### src/rtl/mul_arb_pkg.sv
// Shared types and constants for the two-requester multiplier front end.
package mul_arb_pkg;

  // Controller FSM states
  typedef enum logic [1:0] {
    S_IDLE  = 2'd0,
    S_ISSUE = 2'd1,
    S_WAIT  = 2'd2,
    S_RESP  = 2'd3
  } state_t;

  localparam int W_DEF       = 16;
  localparam int TIMEOUT_DEF = 20;
  localparam int CNT_W       = 8;

endpackage

### src/rtl/rr_arb2.sv
// Two-way round-robin grant: on a tie the requester that was not granted last wins.
// last = 0 means requester 0 was granted most recently, last = 1 means requester 1.
module rr_arb2 (
  input  logic [1:0] req,
  input  logic       last,
  output logic [1:0] gnt
);

  // One-hot grant from the request pair and the last-grant pointer
  always_comb begin
    gnt    = 2'b00;
    gnt[0] = req[0] & (~req[1] | last);
    gnt[1] = req[1] & (~req[0] | ~last);
  end

endmodule

### src/rtl/mul_arb_ctrl.sv
// Arbitrates two operand requesters onto one shared multiplier, waits for the
// multiplier with a bounded timeout and presents the result with its owner id.
//
// Handshakes: a transfer happens on a rising edge where valid and ready are both
// high. Requester ready is combinational and only offered in IDLE; the response
// side holds rsp_* stable while rsp_valid_o is high until rsp_ready_i is seen.
module mul_arb_ctrl
  import mul_arb_pkg::*;
#(
  parameter int W       = W_DEF,
  parameter int TIMEOUT = TIMEOUT_DEF
) (
  input  logic         clk_i,
  input  logic         rst_ni,
  input  logic         req0_valid_i,
  input  logic [W-1:0] req0_a_i,
  input  logic [W-1:0] req0_b_i,
  output logic         req0_ready_o,
  input  logic         req1_valid_i,
  input  logic [W-1:0] req1_a_i,
  input  logic [W-1:0] req1_b_i,
  output logic         req1_ready_o,
  output logic         rsp_valid_o,
  input  logic         rsp_ready_i,
  output logic         rsp_id_o,
  output logic [W-1:0] rsp_y_o,
  output logic         rsp_err_o,
  output logic         mul_start_o,
  output logic [W-1:0] mul_a_o,
  output logic [W-1:0] mul_b_o,
  input  logic         mul_done_i,
  input  logic [W-1:0] mul_y_i,
  output logic         busy_o,
  output state_t       state_o
);

  localparam logic [CNT_W-1:0] CNT_LAST = CNT_W'(TIMEOUT - 1);

  state_t           state_q;
  logic             last_q;
  logic [CNT_W-1:0] cnt_q;
  logic [W-1:0]     op_a_q;
  logic [W-1:0]     op_b_q;
  logic             id_q;
  logic [W-1:0]     y_q;
  logic             err_q;
  logic [1:0]       gnt;
  logic             offer;

  rr_arb2 u_arb (
    .req  ({req1_valid_i, req0_valid_i}),
    .last (last_q),
    .gnt  (gnt)
  );

  // Ready is offered only while idle and never while reset is held
  always_comb begin
    offer        = (state_q == S_IDLE) && rst_ni;
    req0_ready_o = offer & gnt[0];
    req1_ready_o = offer & gnt[1];
  end

  // Controller FSM with operand, id and result registers
  always_ff @(posedge clk_i or negedge rst_ni) begin
    if (!rst_ni) begin
      state_q <= S_IDLE;
      last_q  <= 1'b1;
      cnt_q   <= '0;
      op_a_q  <= '0;
      op_b_q  <= '0;
      id_q    <= 1'b0;
      y_q     <= '0;
      err_q   <= 1'b0;
    end else begin
      case (state_q)
        S_IDLE: begin
          // In IDLE a set grant bit is exactly valid && ready for that requester
          if (gnt[1]) begin
            op_a_q  <= req1_a_i;
            op_b_q  <= req1_b_i;
            id_q    <= 1'b1;
            last_q  <= 1'b1;
            state_q <= S_ISSUE;
          end else if (gnt[0]) begin
            op_a_q  <= req0_a_i;
            op_b_q  <= req0_b_i;
            id_q    <= 1'b0;
            last_q  <= 1'b0;
            state_q <= S_ISSUE;
          end
        end
        S_ISSUE: begin
          cnt_q   <= '0;
          state_q <= S_WAIT;
        end
        S_WAIT: begin
          // A done in the final timeout cycle still counts as success
          if (mul_done_i) begin
            y_q     <= mul_y_i;
            err_q   <= 1'b0;
            state_q <= S_RESP;
          end else if (cnt_q == CNT_LAST) begin
            y_q     <= '0;
            err_q   <= 1'b1;
            state_q <= S_RESP;
          end else begin
            cnt_q <= cnt_q + CNT_W'(1);
          end
        end
        S_RESP: begin
          if (rsp_ready_i) state_q <= S_IDLE;
        end
        default: state_q <= S_IDLE;
      endcase
    end
  end

  // Outputs decoded straight from registers
  always_comb begin
    rsp_valid_o = (state_q == S_RESP);
    mul_start_o = (state_q == S_ISSUE);
    busy_o      = (state_q != S_IDLE);
    rsp_id_o    = id_q;
    rsp_y_o     = y_q;
    rsp_err_o   = err_q;
    mul_a_o     = op_a_q;
    mul_b_o     = op_b_q;
    state_o     = state_q;
  end

endmodule

### config.mk
export PLATFORM = sky130hd
export DESIGN_NAME = mul_arb_ctrl
export DESIGN_NICKNAME = d
export VERILOG_FILES = /design/src/rtl/mul_arb_pkg.sv /design/src/rtl/rr_arb2.sv /design/src/rtl/mul_arb_ctrl.sv
export SDC_FILE = /design/constraint.sdc
export NUM_CORES = 1
export LEC_CHECK = 0
export CORE_MARGIN = 4
export CORE_UTILIZATION = 51
export CTS_CLUSTER_DIAMETER = 80
export DETAILED_ROUTE_END_ITERATION = 7
export DONT_BUFFER_PORTS = 1
export HOLD_SLACK_MARGIN = 0.02
export PLACE_DENSITY_LB_ADDON = 0.05
export SLEW_MARGIN = 20
export SYNTH_ARGS = -nofsm -noshare
export SYNTH_HDL_FRONTEND = slang
export SYNTH_SLANG_ARGS = --single-unit
### constraint.sdc
create_clock -name clk_i -period 1.65 [get_ports clk_i]
set_input_delay 0.33 -clock clk_i [delete_from_list [all_inputs] [get_ports clk_i]]
set_output_delay 0.33 -clock clk_i [all_outputs]
set_load 0.01 [all_outputs]
======== Yosys cells after proc, flatten, opt, wreduce, memory -nomap -nowiden ========
Cells that the tools add are included.
storage, ports and cells
  register bits ........................... 61
  latch bits .............................. 0
  RAM bits ................................ 0
  memory bits (read-only) ................. 0
  input bits .............................. 86
  output and inout bits ................... 57
  word-level logic and storage cells ...... 56
  memories kept ........................... 0
operators by class
  add/sub/neg operators ................... 1
  $mul .................................... 0
  divide/modulo/power cells ............... 0
  order comparisons ....................... 0
  eq/ne operators ......................... 9
  shifts and indexed selects .............. 0
  muxes and demuxes ....................... 19
  bitwise logic cells ..................... 9
  reductions and logical operators ........ 10
operator list
  operator                                        count
  two-way mux 16 bit                              6
  two-way mux 8 bit                               2
  case mux 8 bit (2 select lines)                 1
  two-way mux 2 bit                               5
  adder 8 x 1 -> 8 bit (second input constant)    1
  == test 8 x 5 -> 1 bit (second input constant)  1
  case mux 2 bit (4 select lines)                 1
  nonzero test 2 bit                              4
  != test 3 bit (second input constant)           2
  AND reduction 3 bit                             2
  bitwise AND 1 bit                               4
  == test 2 bit (second input constant)           2
  two-way mux 1 bit                               4
  != test 2 bit (second input constant)           2
  AND reduction 2 bit                             2
  inverter 1 bit                                  3
  == test 2 x 1 -> 1 bit (second input constant)  1
  logical NOT 2 bit                               1
  != test 2 x 1 -> 1 bit (second input constant)  1
  bitwise OR 1 bit                                2
  logical AND 1 bit                               1

======== Longest topological paths before layout ========
  depth in word-level cells ............... 6
  gate-level depth with buffers ........... 8
  depth with buffers taken out ............ 5

======== Cells and area by module ========
A second synthesis with hierarchy kept.
second synthesis, totals
  cell total of the unflattened synthesis .. 256
  area total of the unflattened synthesis .. 2829.0 µm²
by module, submodules not included
  module        instances  cells each  area each (µm²)  sequential area each (µm²)
  mul_arb_ctrl  1          253         2810.2           1527.7
  rr_arb2       1          3           18.8             0.0

======== Worst setup path before layout ========
Ideal clock, no wire load.
  path kind ............................... register to register
  start ................................... register state_q[0], in the netlist state_o[0]
  end ..................................... register y_q[10], in the netlist rsp_y_o[10]
  library setup time ...................... 0.121 ns
  arrival time ............................ 1.605 ns
  data required time ...................... 1.529 ns
  setup slack ............................. -0.076 ns
  cell stages (with the launch flop) ...... 8
  path buffers ............................ 3
  clock period less this slack ............ 1.726 ns
  path through ............................ dfrtp_1 > inv_1 > ha_1 > buf_2 > and2_1 > buf_2 > buf_1 > a22o_1
between the ends
  cells in the longest elaborated chain, start to end .. 2
ends and longest elaborated chain
  what                                  RTL line            source
  from (decl)                           mul_arb_ctrl.sv:39  state_t state_q;
  from (signal assigned)                mul_arb_ctrl.sv:66  state_q <= S_IDLE;
  from (signal assigned)                mul_arb_ctrl.sv:83  state_q <= S_ISSUE;
  from (signal assigned)                mul_arb_ctrl.sv:89  state_q <= S_ISSUE;
  == test 2 bit                         mul_arb_ctrl.sv:75  case (state_q)
  AND reduction 2 bit (no source line)  -
  to (signal assigned)                  mul_arb_ctrl.sv:99  y_q <= mul_y_i;
  to (decl)                             mul_arb_ctrl.sv:45  logic [W-1:0] y_q;
Every way passes these cells.
A chain may end at the register's enable or synchronous reset.

======== Final worst setup path ========
  start ................................... register state_q[0], in the netlist state_o[0]
  end ..................................... output port req1_ready_o
between the ends
  cells in the longest elaborated chain, start to end .. 3
ends and longest elaborated chain
  what               RTL line            source
  logical NOT 2 bit  mul_arb_ctrl.sv:58  offer = (state_q == S_IDLE) && rst_ni;
  logical AND 1 bit  mul_arb_ctrl.sv:58
  bitwise AND 1 bit  mul_arb_ctrl.sv:60  req1_ready_o = offer & gnt[1];
  to (decl)          mul_arb_ctrl.sv:22  output logic req1_ready_o,
Every way passes these cells.

==> results.toml <==
[timing]
setup_viol_count_final = 0
period_needed_ns = 1.61
fmax_ghz = 0.620
drv_slew = 0
holdWs_ns = -0.314
final_hold_viol_count = 61
rsz0062_at_grt = "true"
slew_headroom_pct = 74.2
worstMarginPinSlew_ns = 0.385
tns_ns = 0
fin_crit_sh_pct = 97.7
fin_skew_ns = 0.00867
fin_ws_ns = 0.0383

[critical_path]
worstPathMaxFanout = 6
endpoint_kind = "output pin"
startpoint_type = "flop"
cp_slowest_cell = "dfrtp_2"
crit_chain = "inv_4 > ha_4 > buf_8 > and3_4"
crit_type = "flop to output pin"
slowest_delay_ns = 0.43
cp.required_ns = 1.32
worstPathArrival_ns = 1.28

[cts]
cts_sinks = 61
clk_latency_ns = 0.33
h-tree-depth = 3
cts_buffer_depth = 2
cts_tree = "done"
cts_buffers = 9
clkTransAtPathRegs_ns = 0.07
cts_root_buf = "clkbuf_8"

[logic_synthesis]
synth_top_flop_cell = "dfrtp_1"
synth_xor_xnor_area_share_pct = 0
synth_compound_area_share_pct = 17.5
postSynthCellCount = 267
ys_async_sr_fraction_pct = 100
ys_types = 44
synthSimpleGateAreaFrac_pct = 12.3
synthesis.area_um2 = 2930
synth-edff-count = 0
synth_area_per_cell_um2 = 11.0
synth.mux.area_fraction_pct = 11.3
ys_warn_count = 0
synth_nets = 359
seq_area_frac_synth_pct = 52.2
synthAdderAreaFrac_pct = 2.57
synth_top_family_by_area = "compound AO/OA/AOI/OAI gates"
synth_seq_cells = 61

[routing]
drt_iter0_drc = 58
dr.pass1.iters = 4
antenna_left = 0
drcViolationCount = 0
wl_per_cell_um = 18.0
wirelength_mm = 6.44
viasPerCell = 5.85
num_vias = 2093

[grt]
grt_use_total_pct = 19.0
grt_pass1_wl_mm = 10.7
grt-ovfl-total = 0
antenna_found_initial = 0
grt_max_degree = 64
first_global_vias = 2073

[floorplan]
die_w_um = 83.7
pin_count = 143
die_area_um2 = 7010
die_height_um = 83.7
rows = 27
core_um2 = 5540
initial_core_util_pct = 52.8

[outcome]
outcome = "finished with violations"
violations = "negative hold slack"

[final_layout]
final_layout_size_suffix_gt1_share_pct = 20.6
area_growth_pct = 15.7
antennaDiodeCount = 0
nets = 373

[power]
p_per_area_nw_per_um2 = 1860
p_leak_nw = 1.53
p_total_mw = 6.28
peakVddDrop_mv = 0.902

[flow_run]
cap_violations = 0

[placed_design]
io_buffers = 0
routabilityCongestion = 0.800
hpwl_mm = 4.78
pre_cts_ws_ns = 0.0768

[worst_hold_path]
hp-class = "input pin to asynchronous set/reset pin"
==> cell families (layout without fill, tap and decap cells) <==
| kind of cell | after synthesis | count (layout) |
|---|---|---|
| compound gates | 73 | 73 |
| simple gates | 68 | 68 |
| flops | 61 | 61 |
| mux | 33 | 33 |
| buf+inv | 26 | 45 |
| fa+ha+maj | 6 | 6 |
==> routing by layer <==
layer | global-route usage (%) | part of all wire (%) | up-vias
met5 | 0 | 0 | -
met1 | 24.0 | 42 | 1000
met3 | 7.60 | 9.4 | 12
li1 | - | - | 993
met2 | 28.7 | 47 | 88
met4 | 8.19 | 1.6 | 0
==> state kept, by name, indices dropped and copies added (netlist names) <==
| signal | count |
|---|---|
| mul_a_o | 16 |
| cnt_q | 8 |
| state_o | 2 |
| last_q | 1 |
| rsp_y_o | 16 |
| rsp_err_o | 1 |
| rsp_id_o | 1 |
| mul_b_o | 16 |
==> area by class of cell <==
class	instances	area, um2
clock buffer	10	128
clock inverter	6	63.8
fill	459	2150
inverter	8	32.5
multi-input combinational	180	1340
sequential	61	1530
tap	72	90.1
timing repair buffer	21	203
==> per-stage QoR <==
stage | instances | util, % | area (um2)
2_1_floorplan | 267 | - | 2930
3_3_place_gp | 340 | 56.5 | 3130
3_5_place_dp | 340 | 56.5 | 3130
4_1_cts | 357 | 60.7 | 3360
5_1_grt | 358 | 61.1 | 3390
6_report | 358 | 61.1 | 3390
==> cells in the final DEF, fill, tap and decap left out, types with 2 or more instances in the layout <==
master	netlist	final
nor2_1	3	2
ha_1	6	4
a22o_2	6	6
a31oi_1	2	2
nand3b_1	4	4
buf_4	3	17
clkinvlp_4	0	2
clkinv_2	0	2
dfrtp_1	60	59
nand2_1	35	35
inv_1	8	6
o21ai_0	35	33
nand4b_1	2	2
a22o_1	12	12
o211ai_1	4	4
mux2i_1	33	33
nand2b_1	5	5
clkbuf_8	0	9
buf_12	0	3
o311ai_0	2	2
nand3_1	7	6
==> what timing repair did <==
action,CTS,global route
setup buffers,1,1
setup endpoints to repair,2,10
endpoints found under the hold margin,61,61
gates resized for setup,6,6
pin swaps,2,2
==> worst paths after layout <==
| path | endpoint | slack (ns) | from | cells after the start |
|---|---|---|---|---|
| min in group clk_i | rsp_y_o[8]$_DFFE_PN0P_ | 0.13 | mul_y_i[8] | 1 |
| max reg2reg | state_o[0]$_DFFE_PN0P_ | 0.09 | cnt_q[0]$_DFFE_PN0P_ | 5 |
| min reg2reg | cnt_q[0]$_DFFE_PN0P_ | 0.51 | cnt_q[0]$_DFFE_PN0P_ | 1 |
| max in group asynchronous | last_q$_DFFE_PN1P_ | 1.78 | rst_ni | 0 |
| min | mul_b_o[12]$_DFFE_PN0P_ | -0.31 | rst_ni | 0 |
| max | req1_ready_o | 0.04 | state_o[0]$_DFFE_PN0P_ | 4 |
==> Yosys cell counts (all sizes together) (2+ instances only) <==
| cell type | n | area share (%) |
|---|---|---|
| a21boi | 2 | 0.51 |
| mux2i | 33 | 11 |
| buf | 10 | 2.1 |
| nand4b | 2 | 0.60 |
| nand3b | 4 | 1.0 |
| a31oi | 3 | 1.2 |
| inv | 8 | 1.0 |
| o21ai | 35 | 6.0 |
| clkbuf | 8 | 1.0 |
| ha | 6 | 2.6 |
| and3 | 2 | 0.43 |
| nand2 | 35 | 4.5 |
| nor2 | 3 | 0.38 |
| o311ai | 2 | 0.60 |
| nand2b | 5 | 1.1 |
| dfrtp | 60 | 51 |
| nand3 | 7 | 1.2 |
| o211ai | 4 | 1.0 |
| a22o | 18 | 5.6 |
==> power breakdown <==
group / leakage (nW) / internal [mW] / switching [mW]
registers: 0.768 / 2.14 / 0.731
logic: 0.674 / 1.05 / 1.09
clock network: 0.0923 / 0.694 / 0.577
total: 1.53 / 3.89 / 2.39
==> critical path: cells and delay by family, from the launching register on <==
family | cells | cell delay, ns
and+or+nand+nor | 1 | 0.19
adders and majority gates | 1 | 0.13
DFF | 1 | 0.43
buffers and inverters | 2 | 0.20
Note: power is estimated with default switching activity, not from simulation.
